### config.mk
export PLATFORM = sky130hd
export DESIGN_NAME = register_file
export DESIGN_NICKNAME = d
export VERILOG_FILES = /design/src/rtl/register_file.sv
export SDC_FILE = /design/constraint.sdc
export NUM_CORES = 2
export LEC_CHECK = 0
export CORE_MARGIN = 5
export CORE_UTILIZATION = 40
export DETAILED_ROUTE_END_ITERATION = 10
export SLEW_MARGIN = 20
export SYNTH_ARGS = -nofsm -noshare
export SYNTH_HDL_FRONTEND = slang
export SYNTH_SLANG_ARGS = --single-unit
### constraint.sdc
create_clock -name clk -period 3.4 [get_ports clk]
set_input_delay 0.34 -clock clk [delete_from_list [all_inputs] [get_ports clk]]
set_output_delay 0.34 -clock clk [all_outputs]
set_load 0.01 [all_outputs]
### src/rtl/register_file.sv
// 32 x DATA_WIDTH register file, two combinational read ports, one write port.
// Define REGFILE_WRITE_BYPASS_EN to forward same-cycle write data to reads.
module register_file #(
  parameter int DATA_WIDTH = 32
) (
  input  logic                  clk,
  input  logic                  reset,
  input  logic                  Reg_Write_i,
  input  logic [4:0]            Write_Register_i,
  input  logic [DATA_WIDTH-1:0] Write_Data_i,
  input  logic [4:0]            Read_Register_1_i,
  input  logic [4:0]            Read_Register_2_i,
  output logic [DATA_WIDTH-1:0] Read_Data_1_o,
  output logic [DATA_WIDTH-1:0] Read_Data_2_o
);

  logic [DATA_WIDTH-1:0] regs [32];
  logic                  wr_en;
  logic                  fwd_1;
  logic                  fwd_2;

  assign wr_en = Reg_Write_i && (Write_Register_i != 5'd0);

  always_ff @(posedge clk or negedge reset) begin
    if (!reset) begin
      for (int i = 0; i < 32; i++) begin
        regs[i] <= '0;
      end
    end else if (wr_en) begin
      regs[Write_Register_i] <= Write_Data_i;
    end
  end

`ifdef REGFILE_WRITE_BYPASS_EN
  assign fwd_1 = wr_en && reset &&
                 (Read_Register_1_i == Write_Register_i);
  assign fwd_2 = wr_en && reset &&
                 (Read_Register_2_i == Write_Register_i);
`else
  assign fwd_1 = 1'b0;
  assign fwd_2 = 1'b0;
`endif

  // r0 is forced to zero on the read side regardless of storage
  always_comb begin
    Read_Data_1_o = regs[Read_Register_1_i];
    if (Read_Register_1_i == 5'd0) begin
      Read_Data_1_o = '0;
    end else if (fwd_1) begin
      Read_Data_1_o = Write_Data_i;
    end
  end

  always_comb begin
    Read_Data_2_o = regs[Read_Register_2_i];
    if (Read_Register_2_i == 5'd0) begin
      Read_Data_2_o = '0;
    end else if (fwd_2) begin
      Read_Data_2_o = Write_Data_i;
    end
  end

endmodule

Word-level counts from Yosys, hierarchy flattened
Index checks and enable logic that the tools add are counted.

cells by class
  magnitude comparators = 4
  multiplexer cells = 11
  bitwise operators = 3
  reduce and logical (&&, ||, !) cells = 5

operator list
  kind                  count
  $bwmux W1024          1
  $bmux W32 S5          2
  $mux W32              7
  $demux W32 S5         1
  $ge A6 B6 Y1 const B  3
  $not A5 Y6            3
  $logic_not A5 Y1      2
  $lt A6 B1 Y1 const B  1
  $reduce_bool A5 Y1    1
  $logic_and A1 B1 Y1   2

storage, ports and cells
  bits in registers = 1024
  input bits = 50
  output and inout bits = 64
  logic and storage cells = 55

Logic depth before layout (Yosys ltp)
  word-level depth = 6
  gate-level depth with buffers = 7
  depth with buffers taken out = 4

Worst setup path after synthesis
OpenSTA, ideal clock, no wires.

  path kind = input port to output port
  start = in Read_Register_1_i[1]
  end = out Read_Data_1_o[19]
  data arrival time = 1.793 ns
  data required time = 3.060 ns
  slack = 1.267 ns
  stages = 6
  buffers on the path = 2
  cell sequence = buf_2 > buf_2 > mux4_2 > mux2_2 > o21ai_0 > a311oi_1

between the ends
  cells in the longest elaborated chain, start to end = 5
  elaborated cells between the ends (all ways) = 6
  classes of those cells = mux (4); bitwise (1); reduce/logical (1)

RTL lines
  item                                          RTL line  RTL
  start, declared                               11        input logic [4:0] Read_Register_1_i,
  $not A5 Y6 (not written as such)              46        Read_Data_1_o = regs[Read_Register_1_i];
  $bmux W32 S5                                  46
  $mux W32 (not written as such) (2 in series)  46
  $mux W32 *                                    47        if (Read_Register_1_i == 5'd0) begin
  end, declared                                 13        output logic [DATA_WIDTH-1:0] Read_Data_1_o,

Mark *: on every way between the ends. The rest lies on a longest branch, timed or not. The select of a mux whose other input is x is not followed.

Worst setup path after layout
  start = reg regs[789] (netlist name)
  end = out Read_Data_2_o[21]

between the ends
  cells in the longest elaborated chain, start to end = 4

RTL lines
  item                                          RTL line  RTL
  start, declared                               17        logic [DATA_WIDTH-1:0] regs [32];
  start signal, assigned by index               30        regs[Write_Register_i] <= Write_Data_i;
  $bmux W32 S5                                  55        Read_Data_2_o = regs[Read_Register_2_i];
  $mux W32 (not written as such) (2 in series)  55
  $mux W32                                      56        if (Read_Register_2_i == 5'd0) begin
  end, declared                                 14        output logic [DATA_WIDTH-1:0] Read_Data_2_o

No other way between the ends. The select of a mux whose other input is x is not followed.

==> reports/qor.yml <==
placed_design:
  postPlaceCellArea_um2: 59170
  dpl.cell_count: 5358
  port_buffers: 113
  dp_hpwl_um: 113800
  gp_congestion: 0.8134
layout:
  largest_reg_flops: 1024
  fin_nets: 3744
  fin_util: 0.4664
  drive_gt1_frac: 0.5383
  top_regs: "regs (1024)"
  layout.cells.non_filler: 5575
  top_register: "regs"
  fillerInstances: 11730
  area_growth_pct: 16.06
  stdcell_area_um2: 63110
run:
  max-cap-violations: 0
sta:
  report.final.slew_viol_count: 0
  maxSlewHeadroom: 0.2225
  timing.final.crit_share: 0.9966
  fmax_mhz: 295.1
  hold_viol: 0
  setup_viol: 0
  rsz0062_at_grt: "false"
  tns_ns: 0
  period_minus_slack_ns: 3.388
  worstMarginPinSlew_ns: 1.163
  finClkSkew_ns: 0
detailed_routing:
  wl_um: 181000
  drc: 0
  ant_nets: 0
  drt_iter0_markers: 3418
  num_vias: 35530
  wire_per_inst_um: 32.46
  viasPerCell: 6.373
  dr.pass1.iters: 6
clock_tree:
  cts_setup_buffers: 0
  cts.path.max_buffers: 3
  htree_levels: 3
  cts_tree: "yes"
  cts_sinks: 1024
  numCtsBuffers: 114
  clock_latency_ns: 0.71
  path_clk_slew_ns: 0.06
  cts.root.buffer_cell: "clkbuf_16"
worst_setup_path:
  critPathRequiredTime_ns: 3.06
  path_max_fanout: 3
  startpoint_type: "register"
  endpoint_kind: "output port"
  criticalPathCategory: "register to output port"
  arrival_ns: 3.05
logic_synthesis:
  ys_ff_latch: 1024
  synth_fp_nets: 3671
  synthCells: 3621
  ys_warn_count: 0
  synth-main-ff-cell: "dfrtp_1"
  async_flop_share: 1.000
  ys_seq_area_frac: 0.4713
  synth-edff-count: 0
  syn_avg_cell_area_um2: 15.02
  synth_cell_types: 34
  synth_area_um2: 54370
die:
  num_io_pins: 114
  die_h_um: 378.7
  core_um2: 135300
  die_area_um2: 143400
  rows: 135
  die_w_um: 378.7
  initial_utilization: 0.4019
worst_hold_path:
  hold_class: "primary input to asynchronous set/reset pin"
pwr:
  p_per_area_nw_per_um2: 578.9
  p_leak_nw: 26.91
  irDropWorstVdd_uv: 440.5
global_routing:
  antenna_found_initial: 16
  grt_pass1_vias: 36530
  grt-ovfl-total: 0
  grt_pass1_wl_um: 264700
  grt_max_degree: 95
  grt_usage: 0.2529
run_status:
  status: "completed"
[routing by layer]
layer	vias to the layer above	track usage	wire length, um
li1	14230	-	-
met1	19600	0.3594	79250
met2	1358	0.3929	83100
met3	329	0.05565	13130
met4	10	0.07237	5420
met5	-	0	67
[critical path, stage by stage, from the launching register on]
cell             delay [ns]
dfrtp_1                0.40
mux4_2                 0.47
mux2_2                 0.27
o21ai_0                0.45
a311oi_1               0.20
clkdlybuf4s50_1        0.54
[through the flow]
step                      setup slack [ns]  total power, W  hold WS, ns
after CTS                         -0.03691         0.03670       0.1689
after global routing              0.008535         0.03804       0.2376
final                              0.01152         0.03653       0.2064
after global placement             -0.2532         0.02352       0.3622
after floorplan                      1.267         0.02115      0.04441
after detailed placement           -0.2661         0.02377       0.3583
[what timing repair did]
item | CTS | global route
hold buffers | 1 | 0
gates resized for setup | 9 | 7
endpoints found under the hold margin | 49 | 0
pin swaps | 0 | 1
setup endpoints to repair | 7 | 8
[power by group]
part | internal, W | switching [W] | total [W]
registers | 0.0145 | 0.00171 | 0.0162
clock network | 0.00764 | 0.00523 | 0.0129
logic | 0.00455 | 0.00289 | 0.00744
[logic make-up after synthesis]
kind of cell    Yosys count  synth area share
compound gates          367           0.04851
simple gates            163           0.01597
mux                    1632            0.4278
buf+inv                 435           0.03643
flops                  1024            0.4713
[worst paths after layout]
path                                   from  slack, ns                end  cells after the start
max                               regs[789]       0.01  Read_Data_2_o[21]                      5
min                                   reset       0.21          regs[574]                      2
max reg2reg                       regs[674]       2.58          regs[674]                      1
min reg2reg                      regs[1013]       0.39         regs[1013]                      0
max in group asynchronous             reset       2.15          regs[793]                      4
min in group clk           Write_Data_i[20]       0.27          regs[436]                      2
[area by class of cell]
type                            count  area [um^2]  area share
Clock inverter                     37        430.4    0.006820
Multi-Input combinational cell   2162        27100      0.4294
Tap cell                         1781         2228     0.03531
Timing Repair Buffer              390         4238     0.06715
Clock buffer                      171         3453     0.05472
Sequential cell                  1024        25620      0.4061
Inverter                            2        12.51   0.0001983
Antenna cell                        8        20.02   0.0003172
[cell usage after synthesis (2+ instances only)]
cell type / instances / area (um^2)
mux2_1: 10 / 112.6
nand4b_1: 3 / 26.28
buf_1: 5 / 18.77
or4_1: 2 / 15.01
o21ai_1: 9 / 45.04
mux2i_1: 128 / 1281
o2111ai_1: 17 / 148.9
buf_6: 2 / 22.52
dfrtp_1: 1024 / 25620
nor2_1: 19 / 71.32
or3_1: 3 / 18.77
o21ai_0: 102 / 510.5
a221oi_1: 47 / 411.6
and2_1: 2 / 12.51
mux2_2: 1046 / 11780
buf_4: 34 / 255.2
inv_1: 2 / 7.510
a211oi_1: 64 / 480.5
clkbuf_1: 228 / 855.8
or2_2: 2 / 12.51
nand2b_1: 5 / 31.28
nand2_1: 47 / 176.4
a22oi_1: 64 / 480.5
buf_2: 163 / 815.8
a311oi_1: 64 / 560.5
mux4_2: 448 / 10090
nor3_1: 3 / 15.01
nor3b_1: 2 / 15.01
nor2b_1: 71 / 444.2
[cell usage in the layout, fill, tap and decap left out, types with 9 or more instances in the layout]
cell / netlist / final
nand2_1: 47 / 36
bufinv_16: 0 / 9
o21ai_1: 9 / 10
a211oi_1: 64 / 63
a311oi_1: 64 / 55
a22oi_1: 64 / 64
clkinv_2: 0 / 21
a311oi_2: 0 / 9
buf_2: 163 / 17
clkbuf_16: 0 / 119
buf_4: 34 / 189
buf_12: 0 / 86
mux4_2: 448 / 448
clkbuf_8: 0 / 28
mux2i_1: 128 / 128
clkbuf_1: 228 / 24
o2111ai_1: 17 / 17
o21ai_0: 102 / 101
mux2_1: 10 / 10
clkdlybuf4s50_1: 0 / 88
mux2_2: 1046 / 1046
dfrtp_1: 1024 / 1024
nor2b_1: 71 / 66
a221oi_1: 47 / 44
nor2_4: 0 / 14
Note: power is estimated with default switching activity, not from simulation.
